--- src/rtl/cg_seq_pkg.sv ---
// Shared types and default timing for the CG phase sequencer.
package cg_seq_pkg;

  typedef enum logic [2:0] {
    StIdle,
    StStartup,
    StMxv,
    StGap,
    StVxv,
    StCheck,
    StDone
  } seq_state_e;

  localparam int unsigned DefStartupCycles = 2;
  localparam int unsigned DefGapCycles     = 4;

endpackage

--- src/rtl/seq_cycle_counter.sv ---
// Loadable down-counter that stops at zero; times STARTUP, GAP and the phase watchdog.
module seq_cycle_counter #(
  parameter int unsigned Width = 12
) (
  input  logic             clk,
  input  logic             reset,
  input  logic             load,
  input  logic [Width-1:0] load_val,
  output logic             zero
);

  logic [Width-1:0] count_q;

  always_ff @(posedge clk) begin
    if (reset) begin
      count_q <= '0;
    end else if (load) begin
      count_q <= load_val;
    end else if (count_q != '0) begin
      count_q <= count_q - Width'(1);
    end
  end

  assign zero = (count_q == '0);

endmodule

--- src/rtl/cg_phase_sequencer.sv ---
// Alternates the mXv / vXv unit resets, counts CG iterations and halts the solve.
// Defining CG_SEQ_TIMEOUT_EN adds a per-phase watchdog that forces DONE with timeout set.
module cg_phase_sequencer
  import cg_seq_pkg::*;
#(
  parameter int unsigned ITER_W         = 16,
  parameter int unsigned STARTUP_CYCLES = DefStartupCycles,
  parameter int unsigned GAP_CYCLES     = DefGapCycles,
  parameter int unsigned TIMEOUT_CYCLES = 4096
) (
  input  logic              clk,
  input  logic              reset,
  input  logic              start,
  input  logic [ITER_W-1:0] max_iter,
  input  logic              mxv_finish,
  input  logic              vxv_finish,
  input  logic              converged,
  output logic              reset_mXv1,
  output logic              reset_vXv1,
  output logic              busy,
  output logic              halt,
  output logic              timeout,
  output logic [ITER_W-1:0] iter_count
);

  localparam int unsigned MaxSg  = (STARTUP_CYCLES > GAP_CYCLES) ? STARTUP_CYCLES : GAP_CYCLES;
  localparam int unsigned CntMax = (TIMEOUT_CYCLES > MaxSg) ? TIMEOUT_CYCLES : MaxSg;
  localparam int unsigned CntW   = (CntMax > 2) ? $clog2(CntMax) : 1;

  seq_state_e        state_q, state_d;
  logic              gap_to_vxv_q, gap_to_vxv_d;
  logic [ITER_W-1:0] limit_q, limit_d;
  logic [ITER_W-1:0] iter_d;
  logic              cnt_load, cnt_zero;
  logic [CntW-1:0]   cnt_val;
`ifdef CG_SEQ_TIMEOUT_EN
  logic              timeout_d;
`endif

  always_comb begin
    state_d      = state_q;
    gap_to_vxv_d = gap_to_vxv_q;
    limit_d      = limit_q;
    iter_d       = iter_count;
`ifdef CG_SEQ_TIMEOUT_EN
    timeout_d    = timeout;
`endif
    unique case (state_q)
      StIdle, StDone: begin
        if (start) begin
          limit_d = max_iter;
          iter_d  = '0;
`ifdef CG_SEQ_TIMEOUT_EN
          timeout_d = 1'b0;
`endif
          state_d = (max_iter == '0) ? StDone : StStartup;
        end
      end
      StStartup: if (cnt_zero) state_d = StMxv;
      StMxv: begin
        if (mxv_finish) begin
          state_d      = StGap;
          gap_to_vxv_d = 1'b1;
`ifdef CG_SEQ_TIMEOUT_EN
        end else if (cnt_zero) begin
          state_d   = StDone;
          timeout_d = 1'b1;
`endif
        end
      end
      StGap: if (cnt_zero) state_d = gap_to_vxv_q ? StVxv : StMxv;
      StVxv: begin
        if (vxv_finish) begin
          iter_d  = iter_count + ITER_W'(1);
          state_d = StCheck;
`ifdef CG_SEQ_TIMEOUT_EN
        end else if (cnt_zero) begin
          state_d   = StDone;
          timeout_d = 1'b1;
`endif
        end
      end
      StCheck: begin
        if (converged || (iter_count == limit_q)) begin
          state_d = StDone;
        end else begin
          state_d      = StGap;
          gap_to_vxv_d = 1'b0;
        end
      end
      default: state_d = StIdle;
    endcase
  end

  // The counter is reloaded on every state change with the duration of the state being entered.
  always_comb begin
    cnt_load = (state_d != state_q);
    case (state_d)
      StStartup: cnt_val = CntW'(STARTUP_CYCLES - 1);
      StGap:     cnt_val = CntW'(GAP_CYCLES - 1);
`ifdef CG_SEQ_TIMEOUT_EN
      StMxv, StVxv: cnt_val = CntW'(TIMEOUT_CYCLES - 1);
`endif
      default:   cnt_val = '0;
    endcase
  end

  seq_cycle_counter #(
    .Width(CntW)
  ) u_cycle_counter (
    .clk     (clk),
    .reset   (reset),
    .load    (cnt_load),
    .load_val(cnt_val),
    .zero    (cnt_zero)
  );

  always_ff @(posedge clk) begin
    if (reset) begin
      state_q      <= StIdle;
      gap_to_vxv_q <= 1'b0;
      limit_q      <= '0;
      iter_count   <= '0;
      reset_mXv1   <= 1'b1;
      reset_vXv1   <= 1'b1;
      busy         <= 1'b0;
      halt         <= 1'b0;
`ifdef CG_SEQ_TIMEOUT_EN
      timeout      <= 1'b0;
`endif
    end else begin
      state_q      <= state_d;
      gap_to_vxv_q <= gap_to_vxv_d;
      limit_q      <= limit_d;
      iter_count   <= iter_d;
      reset_mXv1   <= (state_d != StMxv);
      reset_vXv1   <= (state_d != StVxv);
      busy         <= (state_d != StIdle) && (state_d != StDone);
      halt         <= (state_d == StDone);
`ifdef CG_SEQ_TIMEOUT_EN
      timeout      <= timeout_d;
`endif
    end
  end

`ifndef CG_SEQ_TIMEOUT_EN
  assign timeout = 1'b0;
`endif

endmodule
--- config.mk ---
export PLATFORM = sky130hd
export DESIGN_NAME = cg_phase_sequencer
export DESIGN_NICKNAME = d
export VERILOG_FILES = /design/src/rtl/cg_seq_pkg.sv /design/src/rtl/seq_cycle_counter.sv /design/src/rtl/cg_phase_sequencer.sv
export SDC_FILE = /design/constraint.sdc
export NUM_CORES = 1
export LEC_CHECK = 0
export BUFFER_PORTS_ARGS = -buffer_cell sky130_fd_sc_hd__buf_2
export CAP_MARGIN = 25
export CORE_MARGIN = 2
export CORE_UTILIZATION = 59
export CTS_BUF_LIST = sky130_fd_sc_hd__clkbuf_4
export DETAILED_ROUTE_END_ITERATION = 12
export PLACE_DENSITY = 0.8
export REMOVE_ABC_BUFFERS = 1
export SLEW_MARGIN = 10
export SYNTH_ARGS = -nofsm -noshare
export SYNTH_HDL_FRONTEND = slang
export SYNTH_HIERARCHICAL = 1
export SYNTH_SLANG_ARGS = --single-unit
--- constraint.sdc ---
create_clock -name clk -period 4.1 [get_ports clk]
set_clock_uncertainty 0.1 [all_clocks]
set_input_delay 0.615 -clock clk [delete_from_list [all_inputs] [get_ports clk]]
set_output_delay 0.615 -clock clk [all_outputs]
set_load 0.01 [all_outputs]
==> results.md <==
- After global routing the overflow that remains totals 0.
- Counting distinct cell types in the post-synthesis netlist gives 56.
- The shortest clock period the worst path allows after layout is 3.387 ns.
- The number of hold buffers added after CTS was 0.
- The sequential cells in the finished layout cover a total of about 0.0010 mm^2.
- In the global route stage, overall resource usage came out at 25.13%.
- The worst pin sits at a relative slew slack of 44.75%.
- The instance count on the critical path is 13.
- The critical path is of the reg -> reg type.
- Derived from the worst setup path, the maximum achievable clock frequency is 0.2952 GHz.
- For this design the ratio of total power to cell area is 400.1 mW/mm^2.
- Sorting the synthesized cells by area gives the leading types as dfxtp_1 (38%), xnor2_1 (7.3%), a21oi_1 (6.0%), nand2_1 (6.0%), nor2_1 (3.0%).
- The sequential share of the synthesized area is 37.53%.
- The post-route netlist has a little under a fifth of its cells at a drive strength greater than 1.
- Row generation in the floorplan step produced 24 rows.
- The die span in x is 72.57 um.
- The maximum number of pins on one net before global-route repair is 41.
- The master of the slowest instance on the critical path is nor3b_1.
- The congestion estimate from routability-driven global placement came to 0.9053.
- In the synthesized netlist, the number of instances is 335.
- The clock passes through at most 2 buffers.
- The hold path startpoint is max_iter[6].
- The number of buffer and inverter instances along the worst setup path is 3.
- The layout overhead on the synthesized area is 10.51%.
- The number of search-and-repair iterations in the first detailed-routing pass is 4.
- The endpoint type of the worst setup path is a flop.
- At the later pin of the worst-skew pair, clock insertion delay measures 0.38 ns.
- IR analysis of the VDD net gives a maximum drop of roughly 330 uV.
- The post-CTS setup repair buffer count is 0.
- Adding up every negative setup slack in the final design gives 0 ns.
- The DRC marker count from the first detailed-route iteration is 185.
- The HPWL reported at the end of detailed placement is 4549 um.
- The remaining antenna violation count after routing is 0.
- The startpoint of the worst register-to-register path is u_cycle_counter/count_q[0]$_SDFFE_PP0P_.
- In this run switching power makes up 35.63% of total power.
- The core utilization of the finished layout is between 60% and 70%.
- The maximum single-stage delay on the critical path is 0.50 ns.
- The data arrival time of the critical path is 3.58 ns.
- The wire length after detailed routing is 6215 um.
- The root buffer cell is clkbuf_4.
- In the layout the commonest cells are dfxtp_1 (52), nand2_1 (44), buf_2 (41).
- The share of the clock period used by the worst path after layout is between 80% and 90%.
- The net switching power of the design is 0.4370 mW.
- Counting flops with a built-in enable in the synthesized netlist gives 0.
- The initial core utilization is around 62%.
- The total via count after detailed routing is 2563.
- The internal power component is 0.7896 mW.
- In this design, the largest share of critical-path delay is due to compound AO/OA/AOI/OAI gates.
- In this run the critical register-to-register path is captured at u_cycle_counter/count_q[6]$_SDFFE_PP0P_.
- The mean routed wirelength per cell is ~14 um.
- The sum of internal, switching and leakage power is approximately 1.2 mW.
- Counting flops with an async set or reset pin after synthesis yields a share of 0%.
- The y dimension of the die is 72.57 um.
- The largest fanout of any net on the critical path is 19.
- Of the total power, combinational logic draws 31.3%.
- In this run the tool buffered the top-level ports with 41 buffer cells.
- Of all cell types, the one taking the most synthesized area is dfxtp_1.
- The tightest min-delay check is of the in -> reg type.
- The count of H-tree levels built during CTS is 2.
- TritonCTS built the clock tree.
- The power share of the clock group is 18.0%.
- The cell repeated most along the worst path is inv_1.
- The via density per instance is just under 6.
- TritonCTS created 5 clock buffers.
- The area share of the largest cell type after synthesis is 37.53%.
- The cell depth of the worst hold path is 3.
- The wire length of the first global-routing pass is about 11000 um.
- The startpoint kind of the worst setup timing path is a flop.
- The initial antenna violation count came to 0.
- The endpoint of the worst hold-timing path is limit_q[6]$_SDFFE_PP0P_.
- The warning count from the yosys run is 6.
- The mapped netlist covers around 0.0028 mm^2.
- For the worst setup path, the data required time is between 4 and 5 ns.
- The library cell used most frequently in the layout, excluding fill and tap cells, is dfxtp_1.
- Setup repair after global routing left no endpoint under its margin.
- The number of pins exceeding their max-slew limit in the final report is 0.
- The final routed DRC violation total is 0.
- The number of hold-slack violations in the final timing report came to 0.
- The tool flagged a number of max-cap violations equal to 0.
- The via count of the first global-routing pass came to approximately 2.3k.
- The count of cells along the worst register-to-register path is 13.
- The filler cell count is ~370.
- The core footprint is approximately 0.0044 mm^2.
- The diode insertion count for antenna repair is 0.
- The boundary pin count is between 40 and 50.
- Walking the worst path, the cells encountered are inv_1 > ha_1 > nor3b_1 > nand3_1 > inv_1 > nand3_1 > a32oi_1 > o21a_4 > o22ai_1 > a221o_2 > inv_1 > nor2_1 > a311oi_1.
- The static leakage is 1.159 nW.
- Across all register-to-register paths, the minimum setup slack is 0.71 ns.
- The fraction of power consumed by sequential logic is 50.7%.
- The post-synthesis area per instance is 8.280 um^2.
- The top flip-flop cell by instance count after synthesis is dfxtp_1.
- Setup violations remaining at the end of the flow were counted as 0.
- The die covers 0.005266 mm^2.
- The run finished with clean final reports.
- The register clock-pin slew on the reported worst setup and hold paths is 0.14 ns.
- The number of nets in the layout is around 400.
- The transition time at the pin with the least slew margin is 0.8277 ns.
- The number of clock sinks is 52.
- Counting flops and latches in the post-synthesis netlist gives 52.
- The multi-input combinational cells in the finished layout cover a total of between 0.0015 and 0.002 mm^2.
-- final cells by class --
type / count / share of cell area [%]
clock buffer: 5 / 1.224
timing repair buffer: 45 / 7.673
inverter: 17 / 2.082
tap: 52 / 2.122
clock inverter: 3 / 0.4490
multi-input combinational: 258 / 52.49
sequential: 52 / 33.96
-- how the worst max path moves through the flow --
| stage | startpoint | end | slack [ns] |
|---|---|---|---|
| after CTS | u_cycle_counter/count_q[0]$_SDFFE_PP0P_ | u_cycle_counter/count_q[6]$_SDFFE_PP0P_ | 0.49 |
| after detailed placement | u_cycle_counter/count_q[0]$_SDFFE_PP0P_ | u_cycle_counter/count_q[6]$_SDFFE_PP0P_ | 0.52 |
| final | u_cycle_counter/count_q[0]$_SDFFE_PP0P_ | u_cycle_counter/count_q[6]$_SDFFE_PP0P_ | 0.71 |
| after global placement | u_cycle_counter/count_q[0]$_SDFFE_PP0P_ | u_cycle_counter/count_q[2]$_SDFFE_PP0P_ | 0.64 |
| after floorplan | u_cycle_counter/count_q[0]$_SDFFE_PP0P_ | u_cycle_counter/count_q[6]$_SDFFE_PP0P_ | 0.91 |
| after global routing | u_cycle_counter/count_q[0]$_SDFFE_PP0P_ | u_cycle_counter/count_q[6]$_SDFFE_PP0P_ | 0.27 |
-- power by group through the flow --
stage	logic [mW]	registers, mW	clock network [mW]
6_report	0.384	0.622	0.221
2_1_floorplan	0.289	0.616	0
4_1_cts	0.379	0.620	0.231
3_5_place_dp	0.378	0.631	0
3_3_place_gp	0.371	0.629	0
5_1_grt	0.434	0.631	0.248
-- worst min-delay path: stages --
cell and delay, ns:
buf_2 0.10, nand2_1 0.05, a21oi_1 0.05
-- sequential cells by signal, summed over array words and instances (netlist names) --
| register | flops |
|---|---|
| busy | 1 |
| gap_to_vxv_q | 1 |
| halt | 1 |
| iter_count | 16 |
| limit_q | 16 |
| reset_mXv1 | 1 |
| reset_vXv1 | 1 |
| state_q | 3 |
| u_cycle_counter/count_q | 12 |
-- cells in the mapped netlist, drive strengths merged (2+ instances only) --
library cell and count:
nor3b 2, ha 3, or2 2, or3 9, nor4b 3, o31ai 3, o21ai 11, dfxtp 52
nand2 44, a221oi 5, o21a 2, clkbuf 11, a311oi 2, nand4 10, a211oi 6, nor2 22
inv 17, buf 7, nor2b 7, o31a 3, mux2i 4, a21o 2, nand3b 3, xnor2 23
nand2b 3, o22ai 2, nor4 11, nand3 7, nor3 9, or4 3, a21oi 34
-- layer usage --
metal  GRT usage (%)  part of all wire [%]  vias to the layer above
met5               0                     0                        -
met4           9.259                   1.4                        0
met3           4.167                   4.5                       10
met2           38.89                    46                       74
met1           35.27                    48                     1205
li1                -                     -                     1274
-- cells by family (layout without fill, tap and decap cells) --
group,Yosys count,after routing,synth area share (%)
AO/OA/AOI/OAI,76,76,18.27
XOR/XNOR,23,23,7.262
adder cells (fa/ha/maj),3,3,1.353
buffers and inverters,35,70,5.864
flip-flops,52,52,37.53
multiplexers,5,5,1.849
other,1,11,0.1352
AND/OR/NAND/NOR,140,140,27.74
-- repair_timing --
action,in CTS,in global routing
hold endpoints to repair,0,0
endpoints found under the setup margin,0,1
gates resized for setup,0,1
-- metrics by stage --
stage / instances / instance area, um^2 / worst slack (ns) / hold WS, ns
global route: 432 / 3065 / 0.2652 / 0.3592
floorplan: 327 / 2713 / 0.9087 / 0.3428
detailed placement: 424 / 3013 / 0.5167 / 0.3654
CTS: 432 / 3064 / 0.4868 / 0.3622
finish: 432 / 3065 / 0.7129 / 0.3747
global placement: 424 / 3013 / 0.6439 / 0.3571
Power figures use the tool's default switching activity.
